## src/rtl/div.sv

```systemverilog
// Multi-cycle radix-2 restoring divider for the EX-stage div/divu instructions.
// Returns {remainder, quotient}; the result holds while EX keeps start_i asserted.
module div (
  input  logic        clk,
  input  logic        rst,
  input  logic        signed_div_i,
  input  logic [31:0] opdata1_i,
  input  logic [31:0] opdata2_i,
  input  logic        start_i,
  input  logic        annul_i,
  output logic [63:0] result_o,
  output logic        ready_o
);

  typedef enum logic [1:0] {IDLE, DIV0, BUSY, DONE} state_t;

  state_t      state_q, state_d;
  logic [64:0] w_q, w_d;
  logic [31:0] d_q, d_d;
  logic [5:0]  cnt_q, cnt_d;
  logic        sgn_q, sgn_d;
  logic        s1_q, s1_d;
  logic        s2_q, s2_d;
  logic [63:0] result_q, result_d;
  logic        ready_q, ready_d;

  logic [64:0] shifted;
  logic [32:0] diff;
  logic [31:0] abs_a, abs_b, q_fin, r_fin;

  always_comb begin
    shifted = w_q << 1;
    diff    = shifted[64:32] - {1'b0, d_q};
    abs_a   = (signed_div_i && opdata1_i[31]) ? (~opdata1_i + 32'd1) : opdata1_i;
    abs_b   = (signed_div_i && opdata2_i[31]) ? (~opdata2_i + 32'd1) : opdata2_i;
    // After 32 steps the partial remainder is below D, so it fits in W[63:32].
    q_fin   = (sgn_q && (s1_q ^ s2_q)) ? (~w_q[31:0] + 32'd1) : w_q[31:0];
    r_fin   = (sgn_q && s1_q) ? (~w_q[63:32] + 32'd1) : w_q[63:32];
  end

  always_comb begin
    state_d  = state_q;
    w_d      = w_q;
    d_d      = d_q;
    cnt_d    = cnt_q;
    sgn_d    = sgn_q;
    s1_d     = s1_q;
    s2_d     = s2_q;
    result_d = result_q;
    ready_d  = ready_q;
    case (state_q)
      IDLE: begin
        ready_d  = 1'b0;
        result_d = 64'd0;
        if (start_i && !annul_i) begin
          if (opdata2_i == 32'd0) begin
            state_d = DIV0;
          end else begin
            state_d = BUSY;
            w_d     = {33'd0, abs_a};
            d_d     = abs_b;
            cnt_d   = 6'd0;
            sgn_d   = signed_div_i;
            s1_d    = opdata1_i[31];
            s2_d    = opdata2_i[31];
          end
        end
      end
      DIV0: begin
        state_d  = DONE;
        ready_d  = 1'b1;
        result_d = 64'd0;
      end
      BUSY: begin
        if (annul_i) begin
          state_d  = IDLE;
          ready_d  = 1'b0;
          result_d = 64'd0;
        end else if (cnt_q == 6'd32) begin
          state_d  = DONE;
          ready_d  = 1'b1;
          result_d = {r_fin, q_fin};
        end else begin
          if (!diff[32]) w_d = {diff, shifted[31:1], 1'b1};
          else           w_d = shifted;
          cnt_d = cnt_q + 6'd1;
        end
      end
      DONE: begin
        if (!start_i) begin
          state_d  = IDLE;
          ready_d  = 1'b0;
          result_d = 64'd0;
        end
      end
      default: state_d = IDLE;
    endcase
  end

  always_ff @(posedge clk or posedge rst) begin
    if (rst) begin
      state_q  <= IDLE;
      w_q      <= 65'd0;
      d_q      <= 32'd0;
      cnt_q    <= 6'd0;
      sgn_q    <= 1'b0;
      s1_q     <= 1'b0;
      s2_q     <= 1'b0;
      result_q <= 64'd0;
      ready_q  <= 1'b0;
    end else begin
      state_q  <= state_d;
      w_q      <= w_d;
      d_q      <= d_d;
      cnt_q    <= cnt_d;
      sgn_q    <= sgn_d;
      s1_q     <= s1_d;
      s2_q     <= s2_d;
      result_q <= result_d;
      ready_q  <= ready_d;
    end
  end

  assign result_o = result_q;
  assign ready_o  = ready_q;

endmodule

```

## config.mk

```make
export PLATFORM = sky130hd
export DESIGN_NAME = div
export DESIGN_NICKNAME = d
export VERILOG_FILES = /design/src/rtl/div.sv
export SDC_FILE = /design/constraint.sdc
export NUM_CORES = 1
export LEC_CHECK = 0
export ABC_AREA = 0
export BUFFER_PORTS_ARGS = -buffer_cell sky130_fd_sc_hd__buf_2
export CAP_MARGIN = 20
export CORE_UTILIZATION = 60
export CTS_CLUSTER_DIAMETER = 100
export DETAILED_ROUTE_END_ITERATION = 7
export MAX_ROUTING_LAYER = met4
export PLACE_DENSITY = 0.8
export SLEW_MARGIN = 20
export SYNTH_ARGS = -nofsm -noshare
export SYNTH_HDL_FRONTEND = slang
export SYNTH_SLANG_ARGS = --single-unit
```

## constraint.sdc

```tcl
create_clock -name clk -period 5.39 [get_ports clk]
set_input_delay 0.2695 -clock clk [delete_from_list [all_inputs] [get_ports clk]]
set_output_delay 0.2695 -clock clk [all_outputs]
set_load 0.05 [all_outputs]
```

# Word level (Yosys, flattened, before mapping)
# Cells that the tools add are included.
# Widths: inputs -> output; s select.
[word_totals] mem_bits_rw=0 reg_bits=172 romBits=0 latch_bits=0 memories=0 word_cells=74
[op_classes] bitwise_logic=6 n_addsub=6 n_eq_ne=10 mul=0 div=0 reduce_logical=14 n_shift=0 n_mux=29 n_lt_le_gt_ge=0
[ops] op="$mux 64" n=8
[ops] op="$pmux 64 s3" n=1
[ops] op="$add 32x1->32 const B" n=4
[ops] op="$mux 32" n=4
[ops] op="$not 32->32" n=4
[ops] op="$pmux 64 s2" n=1
[ops] op="$sub 33x32->33" n=1
[ops] op="$logic_not 32->1" n=1
[ops] op="$mux 6" n=4
[ops] op="$pmux 6 s2" n=1
[ops] op="$mux 2" n=5
[ops] op="$ne 2x2->1 const B" n=5
[ops] op="$pmux 2 s4" n=1
[ops] op="$add 6x1->6 const B" n=1
[ops] op="$eq 6x6->1 const B" n=1
[ops] op="$reduce_and 3->1" n=2
[ops] op="$logic_and 1x1->1" n=5
[ops] op="$reduce_and 5->1" n=1
[ops] op="$eq 2x2->1 const B" n=2
[ops] op="$pmux 1 s4" n=1
[ops] op="$mux 1" n=3
[ops] op="$ne 3x3->1 const B" n=1
[ops] op="$eq 2x1->1 const B" n=1
[ops] op="$logic_not 2->1" n=1
[ops] op="6 further kinds" n=6

# Logic depth before layout (Yosys ltp)
# Gate-level depths: netlist of run 1.
[depth] depth_word=6 mapped_depth=14 mapped_depth_nobuf=11

# Least setup slack after synthesis of run 1
# No wires, ideal clock.
[synth_path] path_kind="reg2reg" from="reg w_q[31]" to="reg w_q[46]" t_required_ps=5264 path_stages_with_launch=14 slack_ps=2291 setup_ps=126 path_buffers=2 arrival_ps=2973 cell_sequence="dfrtp_1 > inv_1 > ha_1 > fa_1 > nand2b_1 > a21oi_1 > o21ai_1 > a211o_1 > a2111oi_4 > o21ai_2 > and2_1 > buf_6 > buf_6 > a221o_1"
[synth_between] elab_chain_len=5
[synth_lines] item="from (decl)" line_no="18" source="logic [64:0] w_q, w_d;"
[synth_lines] item="from (signal assigned)" line_no="113" source="w_q <= w_d;"
[synth_lines] item="$sub 33x32->33" line_no="33" source="diff = shifted[64:32] - {1'b0, d_q};"
[synth_lines] item="$mux 64" line_no="84" source="if (!diff[32]) w_d = {diff, shifted[31:1], 1'b1};"
[synth_lines] item="$mux 64" line_no="79" source="end else if (cnt_q == 6'd32) begin"
[synth_lines] item="$mux 64" line_no="75" source="if (annul_i) begin"
[synth_lines] item="$pmux 64 s2" line_no="51" source="case (state_q)"
# No other way between the ends. The select of a mux whose other input is x is not followed.
# A chain may end at the register's enable or synchronous reset.

# Worst setup path after layout of run 1
[layout_path] from="reg w_q[31]" to="reg w_q[63]"
# Same word-level chain as after synthesis.

==> results, run 1 <==
- The detailed-placement wirelength estimate is 22510 µm.
- The kind of capture point of the worst setup path is a flop.
- The post-synth net total is 1564.
- The maximum number of pins on one net before global-route repair is 115.
- TritonCTS built the clock tree.
- The flop and latch count out of synthesis is 172.
- The transition time at the pin with the least slew margin is 1112 ps.
- Counting every sink on the clock net gives 172.
- The detailed router placed 10964 vias in this run.
- IR analysis of the VDD net gives a maximum drop of 0.0002401 V.
- The number of top-level pins is 134.
- Combinational cells account for 50.2% of the total power.
- During placement, the flow inserted port buffers numbering 133.
- In this run, post-CTS hold repair placed 0 buffers.
- Once the clock tree was built, the resizer swapped 0 gates to a different size.
- The relative contribution of sequential cells to total power is 30.8%.
- In the final timing run, aggregate negative setup slack is 0 ps.
- Yosys mapped the design onto 63 distinct sky130hd cell types.
- The first global-routing pass estimated 49840 µm of wire.
- The global-route usage over all layers is 32.04%.
- The met3 layer usage reported by global route is 3.499%.
- The finished cells cover 0.01316 mm².
- The share of the Yosys chip area taken by registers is 36.34%.
- Grouping stages by cell kind, the critical path spends the most delay in compound AO/OA/AOI/OAI gates.
- The pre-CTS worst setup slack is 1639 ps.
- The final setup skew is 14.03 ps.
- The length of the first detailed-routing pass in iterations is 6.
- The area of the mapped netlist is 0.01184 mm².
- The H-tree was split into 4 levels.
- The routed length per placed instance is 17.06 µm.
- STA puts the critical path data arrival time at 4130 ps.
- The number of buffers added for setup after CTS is 0.
- The number of placement rows is 51.
- The final-stage net count is 1639.
- For this design the ratio of total power to cell area is 500.4 mW/mm².
- The effective utilization at floorplan is 61.06%.
- The minimum clock period is 3852 ps.
- The switching portion of total power is 47.71%.
- The number of global-route vias before repair is 9748.
- The area inside the core boundary is 0.01940 mm².
- The met2 track demand over resource in global routing is 47.45%.
- In this run, synthesis inferred 0 flip-flops with an integrated enable.
- Setup repair after global routing left no endpoint under its margin.
- The CTS buffer count is 17.
- The commonest non-fill, non-tap cell in the layout is nand2_1.
- Walking the worst path, the cells encountered are inv_1, ha_1, fa_1, nand2b_1, a21oi_1, o21ai_1, a211o_1, a2111oi_4, or3_1, buf_4, and2_1, buf_4, o221ai_1.
- The worst setup path is launched from a flop.
- The total cell area at the placement stage is 0.01256 mm².
- The fraction of final layout cells with drive strength greater than 1 is 12.95%.
- The worst relative slew slack is 25.86%.
- The initial antenna violation count is 1.
- The share of the clock period used by the worst path is 71.47%.
- The most common cell type on the critical path is buf_4.
- The cell at the root of the clock tree is clkbuf_16.
- Counting buffers and inverters, the worst setup path is 13 cells deep.
- The final reports fail on hold timing.
- Setup violations remaining at the end of the flow were counted as 0.
- The critical path's largest stage delay is 410 ps.
- The analysis attributes to cell leakage a power of 5.960 nW.
- Counting flops with an async set or reset pin after synthesis yields a share of 100.0%.
- The final count of pins violating max slew was 0.
- The share of synthesized area in the top cell type comes to 36.34%.
- By area the synthesized netlist is led by dfrtp_1 (36%), nand2_1 (7.4%), xor2_1 (6.1%).
- The required time at the worst-slack endpoint is 5670 ps.
- Clock-pin slew was measured on the worst setup and hold paths at 70 ps.
- In the layout the commonest cells are nand2_1 (233), dfrtp_1 (172), o21ai_0 (138).
- The first routing iteration left 1013 violations.
- Internal power comes to 3.443 mW.
- The global placement routability congestion is 0.9472.
- The biggest area contributor in the post-synthesis netlist is dfrtp_1.
- The floorplan step set the die height to 142.5 µm.
- The peak clock frequency supported by timing is 259.6 MHz.
- In this run the mean area of a mapped cell was 8.163 µm².
- The number of DRC violations after detailed routing is 0.
- The max-capacitance violation count is 0.
- The cell with the largest stage delay on the worst path is a2111oi_4.
- After detailed routing, the number of vias per cell comes to 6.081.
- Of all nets on the critical path, the largest fanout is 33.
- The total overflow left after global routing is 0.
- The number of buffers on the longest clock path is 2.
- The layout overhead on the synthesized area is 11.08%.
- For this design the total switching power over the nets is 3.141 mW.
- In the global route stage, met1 resource usage came out at 46.48%.
- The number of nets with antenna violations after detailed routing is 0.
- The tightest min-delay check is of the in -> async type.
- The clock network is responsible for 19.1% of the overall power.
- By startpoint and endpoint, the worst setup path is classified as reg -> reg.
- The run finished, with violations left.
- Counting every instance in the synthesized netlist gives 1451.
- The worst hold slack across all endpoints is -37.29 ps.
- The final hold violation count came to 12.
- The critical path contains buffers and inverters numbering 3 combined.
- The cell count of the worst reg-to-reg path is 13.
- During synthesis, Yosys emitted a total of 0 warnings.
- Summed over all layers, the routed wires come to 30750 µm.
- Among all flip-flop cells after synthesis, the most frequent one is dfrtp_1.
- The horizontal die dimension is 142.5 µm.
- The die covers 0.02031 mm².
- In the post-route analysis, the smallest setup slack over all paths is 1538 ps.
- Setup slack on the worst reg-to-reg path comes out at 1540 ps.
- The layer with the highest usage is met2.
- The insertion delay of the later-clocked pin in the worst-skew pair is 430 ps.
==> worst register-to-register path: cells and delay by family, from the launching register on <==
family	cells	cell delay, ps
DFF	1	370
adders and majority gates	2	630
AOI/OAI and AO/OA	5	1440
and+or+nand+nor	3	550
buffers and inverters	3	720
==> worst paths after layout <==
kind,from,to
max,w_q[31],w_q[63]
min,rst,ready_o
max reg2reg,w_q[31],w_q[63]
min reg2reg,result_o[12],result_o[12]
max in group asynchronous,rst,result_o[47]
min in group clk,opdata1_i[31],s1_q
==> metrics by stage <==
stage / cells / hold slack [ps] / util (%) / power (mW)
floorplan: 1451 / 416.6 / - / 4.491
detailed placement: 1772 / 462.8 / 64.74 / 5.276
CTS: 1802 / 115.6 / 67.80 / 6.556
finish: 1803 / -37.29 / 67.82 / 6.583
global route: 1803 / 43.04 / 67.82 / 7.026
global placement: 1772 / 456.0 / 64.74 / 5.197
==> logic make-up after synthesis <==
| group | count (synthesis) | share of synthesized area (%) |
|---|---|---|
| adders and majority gates | 44 | 4.712 |
| and+or+nand+nor | 513 | 19.99 |
| DFF | 172 | 36.34 |
| AOI/OAI and AO/OA | 418 | 21.87 |
| muxes | 18 | 1.553 |
| buffers and inverters | 144 | 5.039 |
| xor gates and xnor gates | 142 | 10.50 |
==> cell type report <==
class,count,area (µm²)
Timing Repair Buffer,145,755.7
Clock inverter,12,162.7
Inverter,55,214.0
Multi-Input combinational cell,1135,6957
Sequential cell,172,4304
Antenna cell,1,2.502
Tap cell,265,331.6
Fill cell,1656,6242
Clock buffer,18,429.2
==> sequential cells by signal (all words and copies together) (netlist names) <==
register and flops:
w_q 64, d_q 32, state_q 2, s2_q 1
ready_o 1, sgn_q 1, s1_q 1, cnt_q 6
result_o 64
==> metal layers <==
layer / vias to the layer above / wire, µm
li1: 5274 / -
met1: 5169 / 14180
met2: 470 / 13530
met3: 51 / 2456
met4: 0 / 581
met5: - / 0
==> synth_stat cells (26+ instances only) <==
| master | count |
|---|---|
| nand2_1 | 234 |
| dfrtp_1 | 172 |
| o21ai_0 | 138 |
| a21oi_1 | 119 |
| nor2_1 | 119 |
| xor2_1 | 82 |
| clkbuf_1 | 61 |
| xnor2_1 | 60 |
| inv_1 | 55 |
| o31ai_1 | 49 |
| ha_1 | 43 |
| nand4_1 | 26 |
==> power groups by stage <==
stage	Sequential (mW)	Clock [mW]	Combinational (mW)
3_3_place_gp	2.00	0	3.19
2_1_floorplan	2.30	0	2.19
3_5_place_dp	2.03	0	3.25
5_1_grt	2.07	1.31	3.65
6_report	2.03	1.25	3.30
4_1_cts	2.01	1.26	3.28
(Power assumes the default switching activity.)
==> run 2, diff against run 1 <==
ABC_AREA = 1   (was 0)
CORE_UTILIZATION = 55   (was 60)
PLACE_DENSITY = 0.76   (was 0.8)
clock period = 3.36 ns   (was 5.39 ns; I/O delays follow)
==> run 2 against run 1 <==
The run now ends clean. Clock-buffer cell count down 1. Critical path depth unchanged. Wire length up 31%. Largest cell class unchanged. Worst setup slack worse by 1000 ps. Largest power group unchanged.
==> results, run 2 <==
- The height of the die is 157.9 µm (+11%).
- The CTS buffer count is 17 (unchanged).
- The global route total overflow was 0 (unchanged).
- The number of gates resized after CTS is 0 (unchanged).
- The final count of pins violating max slew is 0 (unchanged).
- The setup TNS came to 0 ps (unchanged).
- The number of buffers on the longest clock path came to 2 (unchanged).
- The count of warnings emitted by yosys is 0 (unchanged).
- The clock transition at the registers of the reported paths is 80 ps (about the same).
- The fraction of final layout cells with drive strength greater than 1 is 11.60% (-1.3 points).
- The most area-hungry cell type in the Yosys netlist is dfrtp_1.
- The transition time at the pin with the least slew margin is 881.3 ps (-230.9 ps).
- The switching portion of total power is 51.25% (+3.5 points).
- The insertion delay of the later-clocked pin in the worst-skew pair was 450 ps (+20 ps).
- Among all cell types in the netlist, the one instantiated most often is nand2_1.
- The final instance area is 0.01491 mm² (+13%).
- The clock network power share is 20.0% (+0.9 points).
- The worst endpoint data arrival time was 3170 ps (-960 ps).
- The final hold violation count is 0 (-12).
- The post-route worst setup slack is 522.3 ps (-1015 ps).
- The synthesized area per cell is 6.408 µm² (-21%).
- The pre-CTS worst setup slack was 548.0 ps (-1091 ps).
- The layout overhead on the synthesized area is 11.46%.
- The final-report setup violation count is 0 (unchanged).
- The synthesized instance count was 2087 (+44%).
- The global-route usage over all layers is 34.41% (+2.4 points).
- The number of cells in the finished layout apart from fillers is 2525 (+40%).
- The length of the first detailed-routing pass in iterations is 6 (unchanged).
- The number of nets with antenna violations after detailed routing is 0 (unchanged).
- The number of cells in the design after placement is 2491 (+41%).
- The run finished with clean final reports.
- The count of different cell masters after synthesis is 43 (-32%).
- The worst register-to-register path ends at w_q[45].
- The area of the mapped netlist came to 0.01337 mm² (+13%).
- The max-capacitance violation count is 0 (unchanged).
- The sequential fraction of the synthesis area is 32.18% (-4.2 points).
- The power per standard cell area is 705.9 mW/mm² (+41%).
- The post-synth net total is 2200 (+41%).
- The cell at the root of the clock tree is clkbuf_16.
- The vias after detailed routing was 13690 (+25%).
- The maximum net fanout on the critical path is 30 (-9.1%).
- The clock tree from TritonCTS is done.
- After synthesis, the most frequently instantiated cells are nand2_1 (717), inv_1 (287), dfrtp_1 (172), nand3_1 (170), nor2_1 (153).
- The switching power was 5.392 mW (+72%).
- The CTS H-tree depth is 4 (unchanged).
- The peak clock frequency supported by timing is 352.4 MHz (+36%).
- The total cell area at the placement stage is 0.01425 mm² (+13%).
- Ranked by total cell area, the synthesized netlist is headed by dfrtp_1 (32%), nand2_1 (20%), inv_1 (8.1%).
- The cell count of the worst reg-to-reg path was 13 (unchanged).
- In the synthesized netlist the dominant register cell turns out to be dfrtp_1.
- The sink count of the clock tree is 172 (unchanged).
- The total of buffers placed on input and output ports is 133 (unchanged).
- The share of the clock period used by the worst path is 84.45% (+13 points).
- The worst-case vdd ir drop is 0.0004917 V (+100%).
- The horizontal die dimension was 157.9 µm (+11%).
- The wire length of the first global-routing pass is 64560 µm (+30%).
- STA classifies the critical path startpoint as a flop.
- The required time at the worst-slack endpoint is 3690 ps (-1980 ps).
- The launch point of the worst hold path is opdata2_i[30].
- The effective utilization at floorplan came to 56.47% (-4.6 points).
- The average vias per placed instance came to 5.422 (-11%).
- The worst setup path is captured at a flop.
- The critical path is of the reg -> reg type.
- The routed wire length was 40220 µm (+31%).
- The final-stage net count is 2306 (+41%).
- The starting DRC count in detailed routing is 1140 (+13%).
- The global placement routability congestion is 0.9830 (+3.8%).
- The number of synthesized flops with an enable pin is 0 (unchanged).
- The end-of-flow core utilization is 62.94% (-4.9 points).
- The worst hold slack across all endpoints is 41.30 ps (+78.59 ps).
- The routed length per placed instance is 15.93 µm (-6.6%).
- The fraction of synthesis flops using an asynchronous set or reset pin is 100.0% (unchanged).
- The die area is 0.02494 mm² (+23%).
- The number of global-route vias before repair was 12419 (+27%).
- The initial antenna violation count is 0 (-1).
- The minimum clock period is 2838 ps (-1015 ps).
- The detailed-placement wirelength estimate was 31420 µm (+40%).
- Leaving out fill and tap cells, the most frequent cells in the layout are nand2_1 (717), inv_1 (286), dfrtp_1 (172).
- The reg2reg setup slack came to 520 ps (-1020 ps).
- The number of placement rows is 56 (+9.8%).
- The final setup skew is 17.45 ps (+3.418 ps).
- The share of the synthesized area in the top cell type is 32.18% (-4.2 points).
- The relative contribution of sequential cells to total power is 28.9% (-1.9 points).
- The internal cell power is 5.130 mW (+49%).
- The count of fill cells added during filler insertion was 2279 (+38%).
- The number of DRC violations after detailed routing is 0 (unchanged).
- The flop and latch count out of synthesis is 172 (unchanged).
- The maximum number of pins on one net before global-route repair was 70 (-39%).
- The startpoint of the most critical register-to-register path is w_q[57].
- The worst hold path depth is 4.
- The leakage power was 8.319 nW (+40%).
- The number of top-level pins was 134 (unchanged).
- The total power of the final layout is 10.52 mW (+60%).
- Leaving out fill and tap cells, the most frequent cell in the layout is nand2_1.
- The count of inserted antenna diode cells is 0 (-1).
- The worst relative slew slack came to 41.13% (+15 points).
- The portion of total power attributed to combinational logic is 51.2% (+1.0 points).
- The terminating pin of the worst hold path is d_q[30].
- The type of the tightest min-delay check is in -> reg.
- The area inside the core boundary is 0.02368 mm² (+22%).
- Setup repair after global routing left no endpoint under its margin.
-- run 2: cell count changes in the layout (fill, tap and decap cells not counted), moves of 34 or more --
cell	delta
nand2_1	+484
inv_1	+232
xnor2_1	-39
o21ai_1	+36
a21oi_1	-44
nand3_1	+150
xor2_1	-34
-- run 2: logic make-up after synthesis --
family,count (synthesis),share of synthesized area [%]
AO/OA/AOI/OAI,281,11.44
flip-flops,172,32.18
AND/OR/NAND/NOR,1144,36.30
buffers and inverters,377,11.39
XOR/XNOR,69,4.519
adder cells (fa/ha/maj),44,4.173
-- run 2: how the worst max path moves through the flow --
stage,start,endpoint,slack (ps),cells past startpoint
after floorplan,rst,cnt_q[0],1000,1
after global placement,w_q[57],w_q[62],650,13
after detailed placement,w_q[57],w_q[45],550,13
after CTS,w_q[57],w_q[45],540,13
after global routing,w_q[31],w_q[63],310,16
final,w_q[57],w_q[45],520,13
-- run 2: power by group through the flow --
| stage | clock network [mW] | registers (mW) | logic (mW) |
|---|---|---|---|
| 6_report | 2.10 | 3.04 | 5.39 |
| 3_3_place_gp | 0 | 3.04 | 5.23 |
| 2_1_floorplan | 0 | 3.45 | 3.53 |
| 3_5_place_dp | 0 | 3.06 | 5.30 |
| 5_1_grt | 2.19 | 3.09 | 5.98 |
| 4_1_cts | 2.12 | 3.02 | 5.33 |
-- run 2: metal layers --
metal,part of all wire [%],routed length [µm],GRT usage (%),vias up
met5,0,0,-,-
met4,3.1,1252,12.36,0
met3,6.1,2439,3.340,72
met2,46,18540,54.96,526
met1,45,17990,45.52,6283
li1,-,-,-,6809
-- run 2: cell type report --
cell class                      instances  area (µm²)  share of cell area, %
Inverter                              311        1171                  7.856
Tap cell                              319       399.1                  2.678
Clock buffer                           17       425.4                  2.854
Clock inverter                         15       211.5                  1.419
Timing Repair Buffer                  153       845.8                  5.674
Sequential cell                       172        4304                  28.87
Multi-Input combinational cell       1538        7550                  50.65
-- run 2: what timing repair did --
action | CTS | global route
hold buffers | 2 | 0
buffers inserted | 0 | 0
endpoints found under the hold margin | 33 | 0
-- run 2: worst max-delay path, stage by stage (launching register included) --
cell and delay (ps):
dfrtp_1 490, ha_1 410, nand2_1 130, inv_2 40, nand2_1 80, inv_2 40
nand2_1 90, inv_1 80, a21oi_4 230, nand3_2 310, nand2_2 530, nand2_1 130
nand3_1 90, nand2_1 60
==> run 3, diff against run 2 <==
CORE_UTILIZATION = 61   (was 55)
PLACE_DENSITY = 0.8   (was 0.76)
clock period = 2.85 ns   (was 3.36 ns; I/O delays follow)
==> run 3 against run 2 <==
Maximum frequency is 10% higher. Worst hold slack worse by 12 ps. Wire length rose by 1.3%. Register-to-register slack got worse by 250 ps. Cell count is 1.3% lower. Utilization rose by 7.2 points. Critical endpoint is now w_q[59].
==> results, run 3 (synthesized netlist as in run 2, its figures left out) <==
- The critical path's largest stage delay is 510 ps (-20 ps).
- The horizontal die dimension was 150.1 µm (-5.0%).
- The wire length of the first global-routing pass was 63670 µm (-1.4%).
- The starting DRC count in detailed routing was 1395 (+22%).
- The worst hold path belongs to the class in -> reg.
- Walking the worst path, the cells encountered are ha_1, nand2_1, nand2_1, a21oi_2, nand2_4, nand2_2, nand2_4, nand2_4, nand2_4, nand2_4, buf_4, nand3_1, nand3_1, nand2_1.
- The worst relative slew slack was 52.52% (+11 points).
- The transition time at the pin with the least slew margin is 710.7 ps (-170.6 ps).
- The final hold violation count is 0 (unchanged).
- The max-capacitance violation count is 0 (unchanged).
- The CTS buffer count is 17 (unchanged).
- The number of cells in the finished layout apart from fillers is 2491 (-1.3%).
- The maximum net fanout on the critical path came to 22 (-27%).
- The worst setup path is launched from a flop.
- The clock tree from TritonCTS is done.
- Among all stages on the critical path, the largest delay is contributed by dfrtp_1.
- The clock transition at the registers of the reported paths is 80 ps (about the same).
- The cell type group with the largest total delay on the critical path is simple AND/OR/NAND/NOR gates.
- The number of placement rows is 53 (-5.4%).
- The length of the first detailed-routing pass in iterations is 6 (unchanged).
- The average vias per placed instance was 5.605 (+3.4%).
- The minimum clock period came to 2576 ps (-262.1 ps).
- The initial antenna violation count is 0 (unchanged).
- The pre-CTS worst setup slack is 361.0 ps (-186.9 ps).
- The final count of pins violating max slew came to 0 (unchanged).
- The detailed-placement wirelength estimate is 32220 µm (+2.6%).
- The number of buffers added for setup after CTS came to 0 (unchanged).
- The final-stage net count came to 2315 (+0.39%).
- The number of nets with antenna violations after detailed routing is 0 (unchanged).
- The vias after detailed routing is 13962 (+2.0%).
- The number of global-route vias before repair is 12583 (+1.3%).
- The total of buffers placed on input and output ports is 133 (unchanged).
- The final setup skew is 20.07 ps (+2.618 ps).
- The final-report setup violation count is 0 (unchanged).
- The cell at the root of the clock tree is clkbuf_16.
- The number of buffers on the longest clock path came to 2 (unchanged).
- The worst setup path is captured at a flop.
- The insertion delay of the later-clocked pin in the worst-skew pair is 450 ps (about the same).
- The maximum number of pins on one net before global-route repair is 69 (-1.4%).
- The buffer and inverter count on the worst path is 1 (-2).
- The area inside the core boundary is 0.02129 mm² (-10%).
- The sink count of the clock tree was 172 (unchanged).
- The number of DRC violations after detailed routing is 0 (unchanged).
- The worst-case vdd ir drop is 0.0006968 V (+42%).
- The most numerous cell type found on the critical path is nand2_4.
- The run finished with clean final reports.
- The number of top-level pins is 134 (unchanged).
- The layout overhead on the synthesized area is 11.66%.
- The post-route worst setup slack came to 274.4 ps (-247.9 ps).
- The height of the die is 150.1 µm (-5.0%).
- The number of cells in the design after placement is 2456 (-1.4%).
- The die area is 0.02252 mm² (-9.7%).
- The power per standard cell area is 845.6 mW/mm² (+20%).
- The commonest non-fill, non-tap cell in the layout is nand2_1.
- The leakage power is 8.379 nW (+0.71%).
- The routed length per placed instance is 16.36 µm (+2.7%).
- The routed wire length is 40750 µm (+1.3%).
- The peak clock frequency supported by timing is 388.3 MHz (+10%).
- The effective utilization at floorplan is 62.83% (+6.4 points).
- The required time at the worst-slack endpoint is 3170 ps (-520 ps).
- The CTS H-tree depth is 4 (unchanged).
- The global-route usage over all layers came to 38.02% (+3.6 points).
- The class of the most critical setup path is reg -> reg.
- The reg2reg setup slack is 270 ps (-250 ps).
- The share of the clock period used by the worst path was 90.37% (+5.9 points).
- The setup TNS is 0 ps (unchanged).
- The global route total overflow is 0 (unchanged).
- The worst endpoint data arrival time is 2890 ps (-280 ps).
- The worst hold slack across all endpoints is 29.43 ps (-11.86 ps).
- The cts-stage hold buffer count is 2 (unchanged).
- Setup repair after global routing left no endpoint under its margin.
- The global placement routability congestion is 1.037 (+5.5%).
- The number of gates resized after CTS was 0 (unchanged).
- The library cells used most frequently in the layout, excluding fill and tap cells, are nand2_1 (717), inv_1 (286), dfrtp_1 (172).
- The fraction of final layout cells with drive strength greater than 1 is 11.96% (+0.36 points).
-- run 3: layout make-up --
type / count / area, µm²
Fill cell: 1888 / 6354
Clock inverter: 14 / 196.4
Inverter: 311 / 1171
Multi-Input combinational cell: 1538 / 7550
Timing Repair Buffer: 162 / 925.9
Tap cell: 275 / 344.1
Sequential cell: 172 / 4304
Antenna cell: 1 / 2.502
Clock buffer: 18 / 439.2
-- run 3: report_power, final --
part           total (mW)  switching [mW]  internal [mW]
registers            3.62           0.522           3.10
clock network        2.52            1.15           1.37
logic                6.48            4.68           1.80
total                12.6            6.36           6.27
-- run 3: metal layers --
layer / up-vias / track usage [%] / share of wire, %
met5: - / - / 0
met4: 0 / 11.67 / 2.7
met3: 83 / 8.323 / 9.6
met2: 688 / 56.37 / 43
met1: 6373 / 51.69 / 45
li1: 6818 / - / -
-- run 3: worst register-to-register path: cells and delay by family, from the launching register on --
| kind | cells | cell delay, ps |
|---|---|---|
| adder cells (fa/ha/maj) | 1 | 420 |
| flip-flops | 1 | 510 |
| AND/OR/NAND/NOR | 11 | 970 |
| buffers and inverters | 1 | 310 |
| AO/OA/AOI/OAI | 1 | 240 |
-- run 3: final timing paths --
kind,endpoint,from,cells after the start
min in group asynchronous,result_o[43],rst,3
worst max-delay path,w_q[59],w_q[36],14
worst max register to register,w_q[59],w_q[36],14
worst min-delay path,d_q[22],opdata2_i[22],3
max in group asynchronous,result_o[17],rst,4
worst min register to register,result_o[49],result_o[49],2
-- run 3: per-stage QoR --
stage / utilization, % / total power, mW / area [µm²]
6_report: 70.15 / 12.63 / 14930
5_1_grt: 70.14 / 13.45 / 14930
4_1_cts: 70.14 / 12.47 / 14930
3_5_place_dp: 67.06 / 9.953 / 14270
3_3_place_gp: 67.06 / 9.863 / 14270
2_1_floorplan: - / 8.229 / 13380
